File: src/rtl/mem_arbiter.sv
// Shares one memory port between instruction fetch and data access. Grants one
// requester at a time, formats store lanes, aligns and extends load data.
module mem_arbiter #(
  parameter int XLEN = 32
) (
  input  logic            i_clk,
  input  logic            i_rst,

  input  logic            i_inst_req,
  input  logic [XLEN-1:0] i_inst_addr,
  output logic            or_inst_ack,
  output logic [XLEN-1:0] or_inst_data,

  input  logic            i_data_req,
  input  logic [XLEN-1:0] i_data_addr,
  input  logic            i_data_we,
  input  logic [2:0]      i_data_funct3,
  input  logic [XLEN-1:0] i_data_wdata,
  output logic            or_data_ack,
  output logic [XLEN-1:0] or_data_rdata,
  output logic            or_data_err,

  output logic            or_mem_req,
  output logic [XLEN-1:0] or_mem_addr,
  output logic            or_mem_we,
  output logic [3:0]      or_mem_wstrb,
  output logic [XLEN-1:0] or_mem_wdata,
  input  logic            i_mem_ready,
  input  logic [XLEN-1:0] i_mem_rdata,

  output logic            or_busy
);

  typedef enum logic [1:0] {
    IDLE = 2'd0,
    INST = 2'd1,
    DATA = 2'd2,
    ACK  = 2'd3
  } state_t;

  state_t          state_q, state_d;
  logic            last_data_q;   // previous grant went to the data side
  logic            side_data_q;   // transaction in flight belongs to data side
  logic [XLEN-1:0] addr_q;
  logic            we_q;
  logic [2:0]      funct3_q;
  logic [XLEN-1:0] wdata_q;
  logic [XLEN-1:0] rdata_q;
  logic            err_q;

  logic grant_inst;
  logic grant_data;
  logic data_misaligned;
  logic mem_active;

  // funct3[1:0]: 00 byte, 01 half, 1x word (covers 011/110/111 as word).
  function automatic logic misaligned(input logic [2:0] f3, input logic [1:0] a);
    case (f3[1:0])
      2'b00:   return 1'b0;
      2'b01:   return a[0];
      default: return a != 2'b00;
    endcase
  endfunction

  function automatic logic [3:0] lane_strb(input logic [2:0] f3, input logic [1:0] a);
    case (f3[1:0])
      2'b00:   return 4'b0001 << a;
      2'b01:   return 4'b0011 << {a[1], 1'b0};
      default: return 4'b1111;
    endcase
  endfunction

  function automatic logic [XLEN-1:0] lane_wdata(input logic [2:0] f3, input logic [XLEN-1:0] wd);
    case (f3[1:0])
      2'b00:   return {4{wd[7:0]}};
      2'b01:   return {2{wd[15:0]}};
      default: return wd;
    endcase
  endfunction

  // funct3[2] selects zero-extension (BU/HU).
  function automatic logic [XLEN-1:0] load_align(input logic [2:0] f3, input logic [1:0] a,
                                                 input logic [XLEN-1:0] w);
    logic [7:0]  b;
    logic [15:0] h;
    b = 8'(w >> {a, 3'b000});
    h = 16'(w >> {a[1], 4'b0000});
    case (f3[1:0])
      2'b00:   return f3[2] ? {24'b0, b} : {{24{b[7]}}, b};
      2'b01:   return f3[2] ? {16'b0, h} : {{16{h[15]}}, h};
      default: return w;
    endcase
  endfunction

  // Under contention data wins unless it won last time, so the two alternate.
  assign grant_inst      = i_inst_req && (!i_data_req || last_data_q);
  assign grant_data      = i_data_req && !grant_inst;
  assign data_misaligned = misaligned(i_data_funct3, i_data_addr[1:0]);

  // NOTE: every signal assigned in a combinational block gets a default first,
  // otherwise a missed branch infers a latch.
  always_comb begin
    state_d = state_q;
    case (state_q)
      IDLE: begin
        if (grant_inst)      state_d = INST;
        else if (grant_data) state_d = data_misaligned ? ACK : DATA;
      end
      INST, DATA: if (i_mem_ready) state_d = ACK;
      ACK:        state_d = IDLE;
      default:    state_d = IDLE;
    endcase
  end

  // NOTE: state uses non-blocking assignments and resets asynchronously, so an
  // in-flight memory request is dropped the moment i_rst rises.
  always_ff @(posedge i_clk or posedge i_rst) begin
    if (i_rst) begin
      state_q     <= IDLE;
      last_data_q <= 1'b0;
      side_data_q <= 1'b0;
      addr_q      <= '0;
      we_q        <= 1'b0;
      funct3_q    <= 3'b000;
      wdata_q     <= '0;
      rdata_q     <= '0;
      err_q       <= 1'b0;
    end else begin
      state_q <= state_d;
      case (state_q)
        IDLE: begin
          if (grant_inst) begin
            last_data_q <= 1'b0;
            side_data_q <= 1'b0;
            addr_q      <= i_inst_addr;
            we_q        <= 1'b0;
            funct3_q    <= 3'b010;
            rdata_q     <= '0;
            err_q       <= 1'b0;
          end else if (grant_data) begin
            last_data_q <= 1'b1;
            side_data_q <= 1'b1;
            addr_q      <= i_data_addr;
            we_q        <= i_data_we;
            funct3_q    <= i_data_funct3;
            wdata_q     <= i_data_wdata;
            rdata_q     <= '0;
            err_q       <= data_misaligned;
          end
        end
        INST, DATA: if (i_mem_ready) rdata_q <= i_mem_rdata;
        default: ;
      endcase
    end
  end

  assign mem_active    = (state_q == INST) || (state_q == DATA);

  assign or_mem_req    = mem_active;
  assign or_mem_addr   = {addr_q[XLEN-1:2], 2'b00};
  assign or_mem_we     = mem_active && we_q;
  assign or_mem_wstrb  = (mem_active && we_q) ? lane_strb(funct3_q, addr_q[1:0]) : 4'b0000;
  assign or_mem_wdata  = lane_wdata(funct3_q, wdata_q);

  assign or_inst_ack   = (state_q == ACK) && !side_data_q;
  assign or_inst_data  = rdata_q;

  assign or_data_ack   = (state_q == ACK) && side_data_q;
  assign or_data_err   = or_data_ack && err_q;
  assign or_data_rdata = err_q ? '0 : load_align(funct3_q, addr_q[1:0], rdata_q);

  assign or_busy       = state_q != IDLE;

endmodule

File: config.mk
export PLATFORM = sky130hd
export DESIGN_NAME = mem_arbiter
export DESIGN_NICKNAME = d
export VERILOG_FILES = /design/src/rtl/mem_arbiter.sv
export SDC_FILE = /design/constraint.sdc
export NUM_CORES = 1
export LEC_CHECK = 0
export CORE_UTILIZATION = 30
export DETAILED_ROUTE_END_ITERATION = 7
export GPL_ROUTABILITY_DRIVEN = 0
export SETUP_SLACK_MARGIN = 0.5
export SYNTH_ARGS = -nofsm -noshare
export SYNTH_HDL_FRONTEND = slang
export SYNTH_SLANG_ARGS = --single-unit
File: constraint.sdc
create_clock -name i_clk -period 3.99 [get_ports i_clk]
set_input_delay 0.9975 -clock i_clk [delete_from_list [all_inputs] [get_ports i_clk]]
set_output_delay 0.9975 -clock i_clk [all_outputs]
set_load 0.01 [all_outputs]
==> Word-level counts from Yosys, hierarchy flattened <==
Cells that the tools add are included.
{ "totals": {"out_inout_bits": 138, "register_bits": 104} }
{ "op_classes": {"reduce_logical": 23, "shift": 4, "bitwise": 1, "n_mux": 27, "eq_ne": 7} }
{ "op_table": {"columns": ["operator", "count"], "rows": [
  ["$mux W32", 8],
  ["$pmux W32 S2", 3],
  ["$shr A32 B5 Y16", 1],
  ["$shr A32 B5 Y8", 1],
  ["$pmux W4 S2", 1],
  ["$reduce_bool A2 Y1", 4],
  ["$mux W1", 7],
  ["$eq A2 B1 Y1 const B", 3],
  ["$logic_and A1 B1 Y1", 6],
  ["$logic_not A2 Y1", 3],
  ["$mux W2", 3],
  ["$mux W3", 2],
  ["$pmux W2 S3", 1],
  ["$reduce_and A3 Y1", 2],
  ["$eq A2 B2 Y1 const B", 2],
  ["$mux W4", 1],
  ["$reduce_and A2 Y1", 2],
  ["$shl A1 B2 Y4 const A", 1],
  ["$shl A2 B2 Y4 const A", 1],
  ["$logic_not A1 Y1", 3],
  ["$ne A3 B3 Y1 const B", 1],
  ["$logic_or A1 B1 Y1", 2],
  ["$ne A2 B2 Y1 const B", 1],
  ["$pmux W1 S2", 1],
  ["other kinds (2)", 2]
]} }

==> Longest topological paths before layout <==
{ "logic_depth": {"depth_word": 8, "depth_mapped": 7, "depth_no_buf": 6} }

==> Worst setup path before layout <==
Ideal clock, no wire load.
{ "synth_timing": {"path_kind": "flip-flop to output port", "from": "register addr_q[0]", "to": "output or_data_rdata[15]", "required_ns": 2.993, "arrival_time_ns": 1.693, "stages_incl_launch_ff": 7, "slack_ns": 1.299, "path_cell_list": "dfrtp_1 buf_6 mux2i_1 mux2_2 or4_1 buf_2 a221oi_2"} }
{ "synth_via": {"elab_chain_cells": 4} }
{ "synth_lines": {"columns": ["item", "line", "text"], "rows": [
  ["from (decl)", "44", "logic [XLEN-1:0] addr_q;"],
  ["from (signal assigned)", "135", "addr_q <= i_inst_addr;"],
  ["from (signal assigned)", "143", "addr_q <= i_data_addr;"],
  ["$shr A32 B5 Y8", "86", "b = 8'(w >> {a, 3'b000});"],
  ["$mux W32", "89", "2'b00: return f3[2] ? {24'b0, b} : {{24{b[7]}}, b};"],
  ["$pmux W32 S2", "88", "case (f3[1:0])"],
  ["$mux W32", "170", "assign or_data_rdata = err_q ? '0 : load_align(funct3_q, addr_q[1:0], rdata_q);"],
  ["to (decl)", "20", "output logic [XLEN-1:0] or_data_rdata,"]
]} }
Every way passes these cells.

==> Worst setup path in the final report <==
{ "layout_timing": {"from": "register addr_q[1]", "to": "output or_data_rdata[24]"} }
{ "layout_via": {"elab_chain_cells": 4, "elab_cells_between_ends": 6, "cone_classes": "shift: 2; mux: 4"} }
{ "layout_lines": {"columns": ["item", "line"], "rows": [
  ["$shr A32 B5 Y16 / $shr A32 B5 Y8 (equally long branches)", "87, 86"],
  ["$mux W32 (on tied branches)", "90, 89"],
  ["$pmux W32 S2 *", "88"],
  ["$mux W32 *", "170"]
]} }
Mark *: on every way between the ends. The rest lies on a longest branch, timed or not.

==> summary.txt <==
CTS
  • Htree depth: 3
  • Clock sink count: 104
  • Total CTS buffers: 9
  • Clock root buffer: clkbuf_16
  • CTS Buffer Depth: 2
  • CTS tree: done
  • CTS clk-pin slew, worst paths: ~0.070 ns
  • Hold buffers post-CTS: 0
  • Clk_lat worst skew: 0.35 ns

Die
  • Die height: ~140 um
  • Effective utilization at floorplan: between 30% and 40%
  • IO Pins: 275
  • Core ar.: 17,900 um^2
  • Row count: between 40 and 50
  • Full die area: 18,800 um^2
  • Die span in x: 137 um

Critical path
  • Crit path capture type: output port
  • Crit path arrival time: approximately 2.4 ns
  • Worst R2R Path Depth: 6
  • Reg2Reg Setup Slack: 1.86 ns
  • Worst setup SP type: register
  • CP max FO: 12
  • WS Path Type: register to output port
  • Worst Path Required: 2.99 ns
  • Worst R2R Start: state_q[0]
  • R2r endpoint: wdata_q[5]

STA
  • Endpoints failing setup: 0
  • Final hold vios: 0
  • Slew Limit Fails: 0
  • Actual slew at the worst max-slew pin: 0.718 ns
  • Period utilization: approximately 86%
  • Period minus WS final: 3.44 ns
  • Fmax achieved: 291 MHz
  • TNS Setup: 0 ns
  • Setup Skew: 0.00591 ns
  • Slew headroom: between 50% and 60%
  • RSZ-0062 raised after global routing: yes

Synth
  • Synth area leader: dfrtp_1
  • Asr flop ratio synth: 100%
  • Top-count cell post-synth: dfrtp_1
  • Synth Area per Inst: 10.6 um^2
  • Ys flop type: dfrtp_1
  • Seq cells post-synth: 104
  • Post-synth EDFFs: 0
  • Ranking of synthesized cells by area: dfrtp_1 48%, mux2_2 12%, mux2i_1 7.9%
  • Synth Warn #: 0
  • Post-synth top area share: 47.6%
  • Post-synth cell types: 32
  • Register area share after synthesis: 47.6%
  • Synthesized area: 5470 um^2
  • Gate Count Post-Synth: 518
  • Commonest cells in the netlist: 104 x dfrtp_1, 76 x nand2_1, 57 x mux2_2, 46 x o21ai_0, 43 x mux2i_1

Worst hold path
  • Worst hold path type: register to register
  • Min-Delay Endpoint: addr_q[12]
  • HP Start: addr_q[12]
  • Hold depth: 2

Routing
  • DR vias/cell: 4.86
  • Per-cell routed wire length: 17.7 um
  • Vias: 4,747
  • First-pass detailed-route iteration total: 6
  • DR iter-0 viols: about 330
  • DRC viols: 0
  • ANT nets after route: 0
  • Drt total wl: roughly 17 mm

Power and ir drop
  • Worst VDD drop: 0.404 mV
  • Cell leakage power: between 4 and 5 nW
  • Pwr per Cell Area: between 700 and 800 nW/um^2

Finish
  • Syn-to-layout area delta: 56.8%
  • Fillers: 1,653
  • Register Area: 2610 um^2
  • Final Core Density: 47.9%
  • Share of layout cells above drive strength 1: between 10% and 20%
  • Nets: approximately 880
  • Multi-input logic area: 2420 um^2
  • Diode count: 0
  • Final Non-Filler Cells: about 980

Status
  • Status: completed

Placement
  • Inst Count DP: 956
  • PortBufs: 272
  • HPWL after DPL: 12.9 mm

Run
  • # Max-Cap Violations: 0

Global routing
  • First-pass GRT wire length: around 26 mm
  • GRT overflow: 0
  • Antenna violations before repair: 0
  • Total track usage: 18.2%
  • Vias in the first global route: 4,673
  • Largest net degree at the start of global routing: 61
-- layout by cell type (no fill, tap or decap), types with 9 or more instances in the layout --
cell type	synthesis	final
mux2i_1	43	43
dlymetal6s2s_1	0	18
dfrtp_1	104	102
clkbuf_16	0	9
o21ai_0	46	46
inv_1	11	10
nand2_1	76	76
buf_4	40	12
nor2_1	12	12
a22o_1	36	36
clkdlybuf4s50_1	0	250
mux2_2	57	57
a21oi_1	10	10
-- sequential cells by signal (all words and copies together) (netlist names) --
register      cells
addr_q           32
wdata_q          32
side_data_q       1
we_q              1
or_inst_data     32
err_q             1
state_q           2
funct3_q          3
-- area by class of cell --
cell class,instances,area share (%)
clock buffers,13,3.15
multi-input cells,328,28.2
flip-flops and latches,104,30.4
inverters,11,0.525
clock inverters,3,0.292
well taps,229,3.34
repair buffers,289,34.1
-- routing by layer --
metal	GRT usage [%]	wire (um)	vias to the layer above
li1	-	-	2244
met1	21.5	6870	2286
met2	31.1	8550	196
met3	6.30	1600	21
met4	5.07	261	0
met5	0	0	-
-- stage by stage --
| step | total power, mW | setup slack, ns | hold WS [ns] | instance area, um^2 |
|---|---|---|---|---|
| floorplan | 4.13 | 1.30 | 0.451 | 5480 |
| global placement | 5.89 | 0.678 | 0.465 | 8160 |
| detailed placement | 5.95 | 0.612 | 0.472 | 8160 |
| CTS | 6.87 | 0.451 | 0.488 | 8490 |
| global route | 7.27 | 0.465 | 0.507 | 8580 |
| finish | 6.79 | 0.551 | 0.480 | 8580 |
-- kinds of logic (layout without fill, tap and decap cells) --
kind of cell | Yosys count | after routing | synth area share (%)
compound gates | 117 | 117 | 14.9
fa+ha+maj | 2 | 2 | 0.457
buf+inv | 87 | 316 | 9.17
flops | 104 | 104 | 47.6
mux | 100 | 100 | 19.6
other cells | 1 | 2 | 0.0686
simple gates | 107 | 107 | 8.19
-- worst max-delay path: stages, from the launching register on --
cell,delay (ns)
dfrtp_1,0.44
buf_6,0.16
mux2_2,0.32
and3_1,0.21
o31ai_4,0.27
buf_12,0.16
nand2_1,0.05
clkdlybuf4s50_1,0.48
-- report_power, final --
part	internal, mW	total [mW]	switching [mW]
combinational	2.17	3.90	1.74
clock	0.477	0.871	0.393
sequential	1.55	2.02	0.471
-- repair_timing --
action	4_1_cts	5_1_grt
setup buffers	1	4
setup endpoints to repair	32	31
pin swaps	1	0
gates resized for setup	9	23
-- worst max path at each step --
stage / startpoint / to / cells after the start / slack [ns]
after floorplan: addr_q[0] / or_data_rdata[15] / 6 / 1.30
after global placement: addr_q[1] / or_data_rdata[16] / 6 / 0.68
after detailed placement: addr_q[1] / or_data_rdata[16] / 6 / 0.61
after CTS: addr_q[1] / or_data_rdata[16] / 7 / 0.45
after global routing: funct3_q[0] / or_data_rdata[0] / 5 / 0.46
final: addr_q[1] / or_data_rdata[24] / 7 / 0.55
No activity file was read; power rests on OpenSTA's default activity.
